### src/rtl/instr_fetch_unit.sv
// Multicycle MIPS front end: holds PC, IR and MDR, and slices IR into fields for the controller and datapath.
// All state updates land one edge after the strobe; strobes are accepted in any combination, with no handshake or stall.
module instr_fetch_unit #(
    parameter int               WIDTH     = 32,
    parameter logic [WIDTH-1:0] RESET_PC  = '0,
    parameter int               CNT_WIDTH = 16
) (
    input  logic                 clock,
    input  logic                 reset,
    input  logic                 pc_write,
    input  logic                 pc_write_cond,
    input  logic                 zero,
    input  logic [1:0]           pc_source,
    input  logic [WIDTH-1:0]     alu_result,
    input  logic [WIDTH-1:0]     alu_out,
    input  logic                 ir_write,
    input  logic [WIDTH-1:0]     mem_data,
    output logic [WIDTH-1:0]     pc,
    output logic [WIDTH-1:0]     instr,
    output logic [5:0]           opcode,
    output logic [4:0]           rs,
    output logic [4:0]           rt,
    output logic [4:0]           rd,
    output logic [4:0]           shamt,
    output logic [5:0]           funct,
    output logic [15:0]          imm,
    output logic [WIDTH-1:0]     mdr,
    output logic [CNT_WIDTH-1:0] instr_count,
    output logic                 align_err
);

    logic [WIDTH-1:0]     pc_q, pc_d;
    logic [WIDTH-1:0]     ir_q, ir_d;
    logic [WIDTH-1:0]     mdr_q;
    logic [CNT_WIDTH-1:0] cnt_q, cnt_d;
    logic                 align_err_q, align_err_d;

    logic                 pc_en;
    logic                 pc_load;
    logic [WIDTH-1:0]     pc_sel;
    logic [WIDTH-1:0]     jump_target;

    // Jump target is built from the pre-edge PC and IR, even when IR reloads on the same edge.
    assign jump_target = {pc_q[WIDTH-1:28], ir_q[25:0], 2'b00};
    assign pc_en       = pc_write | (pc_write_cond & zero);

    always_comb begin
        pc_sel  = pc_q;
        pc_load = 1'b0;
        case (pc_source)
            2'b00: begin
                pc_sel  = alu_result;
                pc_load = pc_en;
            end
            2'b01: begin
                pc_sel  = alu_out;
                pc_load = pc_en;
            end
            2'b10: begin
                pc_sel  = jump_target;
                pc_load = pc_en;
            end
            default: begin
                pc_sel  = pc_q;
                pc_load = 1'b0;
            end
        endcase
    end

    always_comb begin
        pc_d        = pc_q;
        align_err_d = align_err_q;
        if (pc_load) begin
            // Misaligned targets are truncated to a word boundary and flagged until reset.
            pc_d = {pc_sel[WIDTH-1:2], 2'b00};
            if (pc_sel[1:0] != 2'b00) begin
                align_err_d = 1'b1;
            end
        end
    end

    always_comb begin
        ir_d  = ir_q;
        cnt_d = cnt_q;
        if (ir_write) begin
            ir_d  = mem_data;
            cnt_d = cnt_q + 1'b1;
        end
    end

    always_ff @(posedge clock) begin
        if (reset) begin
            pc_q        <= RESET_PC;
            ir_q        <= '0;
            mdr_q       <= '0;
            cnt_q       <= '0;
            align_err_q <= 1'b0;
        end else begin
            pc_q        <= pc_d;
            ir_q        <= ir_d;
            mdr_q       <= mem_data;
            cnt_q       <= cnt_d;
            align_err_q <= align_err_d;
        end
    end

    assign pc          = pc_q;
    assign instr       = ir_q;
    assign mdr         = mdr_q;
    assign instr_count = cnt_q;
    assign align_err   = align_err_q;

    assign opcode = ir_q[31:26];
    assign rs     = ir_q[25:21];
    assign rt     = ir_q[20:16];
    assign rd     = ir_q[15:11];
    assign shamt  = ir_q[10:6];
    assign funct  = ir_q[5:0];
    assign imm    = ir_q[15:0];

endmodule

### config.mk
export PLATFORM = sky130hd
export DESIGN_NAME = instr_fetch_unit
export DESIGN_NICKNAME = d
export VERILOG_FILES = /design/src/rtl/instr_fetch_unit.sv
export SDC_FILE = /design/constraint.sdc
export NUM_CORES = 1
export LEC_CHECK = 0
export ABC_AREA = 1
export CAP_MARGIN = 20
export CORE_UTILIZATION = 34
export CTS_CLUSTER_DIAMETER = 150
export DETAILED_ROUTE_END_ITERATION = 12
export PLACE_DENSITY = 0.75
export SETUP_SLACK_MARGIN = 0.2
export SLEW_MARGIN = 20
export SYNTH_ARGS = -nofsm -noshare
export SYNTH_HDL_FRONTEND = slang
export SYNTH_SLANG_ARGS = --single-unit
### constraint.sdc
create_clock -name clock -period 1.1 [get_ports clock]
set_input_delay 0.22 -clock clock [delete_from_list [all_inputs] [get_ports clock]]
set_output_delay 0.22 -clock clock [all_outputs]
set_load 0.02 [all_outputs]
==> results of run 1 <==
-- state kept, by name, summed over array words and instances (netlist names) --
register	flops
align_err	1
pc	30
mdr	32
instr_count	16
instr	32
-- Yosys cell counts --
master	count	area, µm²
a211oi_1	1	7.51
a21o_1	1	7.51
a21oi_1	77	385
a22o_1	4	35.0
buf_1	4	15.0
buf_2	18	90.1
buf_4	50	375
clkbuf_1	10	37.5
conb_1	1	3.75
dfxtp_1	111	2220
ha_1	1	12.5
inv_1	58	218
inv_2	4	15.0
nand2_1	169	634
nand2_2	1	6.26
nand3_1	28	140
nand4_1	2	12.5
nor2_1	65	244
nor2_2	3	18.8
nor2_4	1	11.3
nor3_1	1	5.00
o21ai_0	37	185
o21bai_1	1	7.51
xnor2_1	1	8.76
xor2_1	1	8.76
-- layout make-up --
cell class | instances | area (µm²)
Sequential cell | 111 | 2450
Fill cell | 1007 | 4010
Clock inverter | 4 | 31.3
Multi-Input combinational cell | 397 | 2130
Inverter | 62 | 240
Tap cell | 176 | 220
Timing Repair Buffer | 377 | 3990
Clock buffer | 12 | 279
-- layer usage --
metal  vias up  global-route usage, %  part of all wire, %
met5         -                      0                    0
met4         0                   8.13                  2.6
met3        41                   5.85                  6.9
met2       242                   43.4                   52
met1      2543                   26.7                   38
li1       2614                      -                    -
-- critical path, delay by kind of cell, from the launching register on --
kind | cells | cell delay, ns
buf+inv | 1 | 0.07
flops | 1 | 0.39
simple gates | 6 | 0.65
-- power breakdown --
group	switching, mW	leakage, nW	internal [mW]
clock	1.55	0.150	1.83
sequential	0.237	0.965	4.25
combinational	1.33	3.22	1.57
total	3.12	4.34	7.65
-- how the worst max path moves through the flow --
stage / to / slack (ns) / cells after the start
floorplan: instr_count[13] / 0.02 / 7
global placement: pc[26] / -0.44 / 8
detailed placement: pc[5] / -0.47 / 8
CTS: imm[3] / -0.08 / 2
global route: instr_count[12] / -0.18 / 7
finish: instr_count[12] / -0.12 / 7
-- kinds of logic after synthesis --
logic type                 after synthesis
adders and majority gates                1
DFF                                    111
buffers and inverters                  144
xor gates and xnor gates                 2
other                                    1
and+or+nand+nor                        270
AOI/OAI and AO/OA                      121
-- repair_timing --
item,CTS,global route
gates cloned,6,0
buffers inserted,12,20
resized for setup,1136,87
endpoints found under the setup margin,204,201
pin swaps,31,47
-- per-stage QoR --
| stage | setup slack (ns) | instance area, µm² |
|---|---|---|
| finish | -0.122 | 9340 |
| global route | -0.177 | 9340 |
| CTS | -0.0768 | 8920 |
| detailed placement | -0.470 | 7830 |
| global placement | -0.442 | 7830 |
| floorplan | 0.0233 | 4860 |
==> results.yml, run 1 <==
run_status:
  status: "complete, but fails checks"
  violations: "setup timing"
routing:
  num_vias: 5440
  drc: 0
  wl_per_cell_um: 16.1
  via_per_inst: 4.78
  dr.pass1.iters: 5
  first_iter_violations: 335
  route.antenna.remaining_nets: 0
  wl_mm: 18.3
worst_setup_path:
  regToRegSetupSlack_ns: -0.12
  required_ns: 1.35
  path_cells: "nand2_4, inv_2, nand2_2, nor2_4, nand4_1, nand2_1, nor2_1"
  rr_startpoint: "instr_count[3]"
  worst_setup_path_end_kind: "flip-flop"
  critPathArrivalTime_ns: 1.48
  criticalPathCategory: "flip-flop to flip-flop"
  crit_path_max_fanout: 5
  cp_slowest_stage_delay_ns: 0.39
  r2r-end: "instr_count[12]"
  worst-r2r-cell-count: 7
  startpoint: "instr_count[3]"
  setup.worst_path.start_class: "flip-flop"
  slowest_stage: "dfxtp_4"
synth:
  synthAdderAreaFrac_pct: 0.266
  synth_cells: 650
  synth_warnings: 0
  avgSynthCellArea_um2: 7.24
  ys_ff_latch: 111
  yosys.area_share.simple_pct: 22.8
  synth-seq-area-share_pct: 47.2
  syn_area_um2: 4710
  synth_top_family_by_area: "simple AND/OR/NAND/NOR gates"
  synth_mux_area_share_pct: 0
  synth_cell_types: 25
  synth_xor_area_share_pct: 0.372
  synth_compound_area_share_pct: 13.3
pwr:
  powerDensity_nw_per_um2: 1150
  p_total_mw: 10.8
  p_leak_nw: 4.34
  vdd_drop_max_mv: 0.798
timing:
  setup_viol: 23
  fin_worst_skew_ns: 0.00433
  fin_crit_ns: 1.22
  tns_ns: -0.860
  finalCritPeriodShare_pct: 111
  fmax_ghz: 0.819
  holdWs_ns: 0.238
  rsz0062_at_grt: "yes"
  setup_ws_ns: -0.122
  slew_viol_final: 0
  hold_viol: 0
layout:
  final_common_cell: "buf_6"
  area_growth_syn_to_layout_pct: 98.5
  final_cell_mix: "buf_6, nand2_1, clkdlybuf4s50_1"
  nets: 1063
  final_core_util_pct: 70.0
  antenna_cells: 0
  drive_above_1_share_pct: 52.2
  layout.cells.non_filler: 1139
flow_run:
  maxCapViolations: 0
clock_tree:
  cts-root-buf: "clkbuf_16"
  ctsHoldBuffers: 0
  cts_buffers: 9
  insertion_delay_ns: 0.35
  cts_max_level: 3
  cts_sinks: 111
  cts_tree: "done"
  clock_path_buffers: 2
  clk_pin_slew_ns: 0.08
die:
  rows: 42
  top_level_ports: 265
  core-area_um2: 13300
  initial_utilization_pct: 35.3
  die_h_um: 120
  dieWidth_um: 120
  dieArea_um2: 14300
min_path:
  hold_path_class: "input port to flip-flop"
  hold_start: "reset"
  holdPathStages: 3
  hold-path-endpoint: "mdr[27]"
placement:
  place.gp.congestion: 0.824
  numPortBuffers: 262
  dp_cells: 1085
  hpwl_mm: 11.9
global_route:
  first_global_vias: 4977
  grt_antenna_before_repair: 0
  globalRouteTotalUtil_pct: 23.8
  overflow: 0
  grt_max_degree: 40
  grt_pass1_wl_mm: 26.2
No activity file was read; power rests on OpenSTA's default activity.
==> run 2: changes to the inputs <==
--- a/config.mk
+++ b/config.mk
@@ -10,7 +10,7 @@
 export CORE_UTILIZATION = 34
 export CTS_CLUSTER_DIAMETER = 150
 export DETAILED_ROUTE_END_ITERATION = 12
-export PLACE_DENSITY = 0.75
+export PLACE_DENSITY = 0.72
 export SETUP_SLACK_MARGIN = 0.2
 export SLEW_MARGIN = 20
 export SYNTH_ARGS = -nofsm -noshare
==> constraint.sdc (replaced) <==
create_clock -name clock -period 1.2 [get_ports clock]
set_input_delay 0.24 -clock clock [delete_from_list [all_inputs] [get_ports clock]]
set_output_delay 0.24 -clock clock [all_outputs]
set_load 0.02 [all_outputs]
==> run 2 against run 1 <==
  * The flow still finishes with violations (setup timing)
  * Worst setup slack gained 0.089 ns
  * Via count is 3.5% lower
  * First-iteration DRC count down 21%
  * Combinational power decreased by 12%
  * Hold slack lost 0.013 ns
  * Routed wire length down 0.37%
  * Global-route usage barely moved
  * Sequential power is 8.7% lower
  * Clock skew grew 0.0083 ns
  * Total power fell by 10%
  * Highest routed layer unchanged
  * Core utilization shrank 2.5 points
==> results.yml, run 2 (synthesis gave the netlist of run 1 again) <==
run_status:
  status: "complete, but fails checks"
  violations: "setup timing"
routing:
  via_per_inst: 4.71
  num_vias: 5252
  drc: 0
  dr.pass1.iters: 5
  wl_per_cell_um: 16.4
  route.antenna.remaining_nets: 0
  first_iter_violations: 265
  wl_mm: 18.2
worst_setup_path:
  slowest_stage: "dfxtp_4"
  cp_slowest_stage_delay_ns: 0.37
  rr_startpoint: "instr_count[0]"
  critPathArrivalTime_ns: 1.51
  worst_setup_path_end_kind: "flip-flop"
  path_buf_inv: 2
  regToRegSetupSlack_ns: -0.03
  critPathTopFamily: "simple AND/OR/NAND/NOR gates"
  r2r-end: "instr_count[14]"
  crit_path_max_fanout: 5
  startpoint: "instr_count[0]"
  criticalPathCategory: "flip-flop to flip-flop"
  required_ns: 1.47
  path_cells: "buf_12, ha_4, nand2_4, nor2_4, nand3_2, nand2_1, inv_1, nor2_1"
  worst-r2r-cell-count: 8
  setup.worst_path.start_class: "flip-flop"
placement:
  numPortBuffers: 262
  hpwl_mm: 12.1
  place.gp.congestion: 0.858
layout:
  drive_above_1_share_pct: 47.0
  final_common_cell: "buf_6"
  final_cell_mix: "buf_6, nand2_1, clkdlybuf4s50_1"
  nets: 1040
  num-fill-cells: 1095
  area_growth_syn_to_layout_pct: 91.4
  antenna_cells: 0
timing:
  fin_worst_skew_ns: 0.0126
  setup_viol: 3
  finalCritPeriodShare_pct: 103
  slew_viol_final: 0
  rsz0062_at_grt: "yes"
  hold_viol: 0
  fin_crit_ns: 1.23
  fmax_ghz: 0.811
  setup_ws_ns: -0.0329
  holdWs_ns: 0.225
min_path:
  hold_path_class: "input port to flip-flop"
  hold_start: "ir_write"
  hold-path-endpoint: "instr_count[1]"
  holdPathStages: 4
clock_tree:
  cts_max_level: 3
  cts-root-buf: "clkbuf_16"
  cts_buffers: 9
  clock_path_buffers: 2
  clk_pin_slew_ns: 0.07
  insertion_delay_ns: 0.36
  cts_tree: "done"
  cts_sinks: 111
  ctsHoldBuffers: 0
flow_run:
  maxCapViolations: 0
pwr:
  p_total_mw: 9.65
  powerDensity_nw_per_um2: 1070
  p_leak_nw: 4.19
  vdd_drop_max_mv: 0.585
  p_sw_mw: 2.85
  internal_power_mw: 6.81
  clockPowerShare_pct: 31.3
  seqPwrFrac_pct: 42.4
  combPwrFrac_pct: 26.3
  switching_share_pct: 29.5
die:
  core-area_um2: 13300
  dieWidth_um: 120
  initial_utilization_pct: 35.3
  dieArea_um2: 14300
  rows: 42
  top_level_ports: 265
  die_h_um: 120
global_route:
  overflow: 0
  grt_pass1_wl_mm: 26.2
  globalRouteTotalUtil_pct: 23.8
  grt_max_degree: 37
  first_global_vias: 4915
  grt_antenna_before_repair: 0
==> run 2: changes by cell type in the layout (fill, tap and decap cells not counted), moves of 7 or more <==
| cell | change |
|---|---|
| buf_6 | -17 |
| nand2_2 | -15 |
| a21oi_1 | +12 |
| a21oi_2 | -12 |
| nand2_1 | +12 |
| nand3_1 | +9 |
| nand3_2 | -9 |
| buf_4 | -7 |
==> run 2: how the worst max path moves through the flow <==
stage / slack [ns] / end / cells after the start
global placement: -0.43 / pc[16] / 7
global route: -0.08 / instr_count[14] / 8
floorplan: 0.12 / instr_count[13] / 7
finish: -0.03 / instr_count[14] / 8
detailed placement: -0.45 / pc[7] / 8
CTS: -0.006 / instr_count[12] / 8
==> run 2: final cells by class <==
class / instances / area, µm² / area share (%)
inverters: 62 / 259 / 2.87
multi-input cells: 397 / 2020 / 22.4
flip-flops and latches: 111 / 2440 / 27.1
clock inverters: 4 / 37.5 / 0.417
well taps: 176 / 220 / 2.44
clock buffers: 11 / 254 / 2.82
repair buffers: 354 / 3770 / 41.9
==> run 2: power groups by stage <==
| stage | clock network [mW] | logic [mW] | registers, mW |
|---|---|---|---|
| finish | 3.02 | 2.54 | 4.09 |
| global route | 3.22 | 2.69 | 4.12 |
| CTS | 3.04 | 2.34 | 4.10 |
| detailed placement | 0 | 2.21 | 4.10 |
| global placement | 0 | 2.20 | 4.10 |
| floorplan | 0 | 0.802 | 4.34 |
==> run 2: worst register-to-register path: stages, from the launching register on <==
cell	delay, ns
dfxtp_4	0.37
buf_12	0.11
ha_4	0.14
nand2_4	0.07
nor2_4	0.16
nand3_2	0.09
nand2_1	0.06
inv_1	0.03
nor2_1	0.12
==> run 2: per-layer routing <==
layer	wire (µm)	GRT usage [%]	up-vias
met4	526	9.22	0
met5	0	0	-
met2	9370	42.5	218
li1	-	-	2565
met1	7050	27.3	2442
met3	1290	5.23	27
==> run 2: per-stage QoR <==
| step | setup TNS (ns) | instance area, µm² | utilization (%) | cells | setup slack [ns] |
|---|---|---|---|---|---|
| 3_5_place_dp | -15.85 | 7680 | 57.6 | 1065 | -0.449 |
| 6_report | -0.0433 | 9010 | 67.5 | 1115 | -0.0329 |
| 4_1_cts | -0.00781 | 8520 | 63.8 | 1092 | -0.00589 |
| 2_1_floorplan | 0 | 4820 | - | 651 | 0.123 |
| 5_1_grt | -0.361 | 9010 | 67.5 | 1115 | -0.0838 |
| 3_3_place_gp | -15.14 | 7680 | 57.6 | 1065 | -0.427 |
==> run 2: what timing repair did <==
| item | in CTS | in global routing |
|---|---|---|
| endpoints found under the setup margin | 204 | 191 |
| pin swaps | 18 | 21 |
| gates resized for setup | 1102 | 60 |
| buffers inserted | 11 | 17 |
| gates cloned | 1 | 6 |
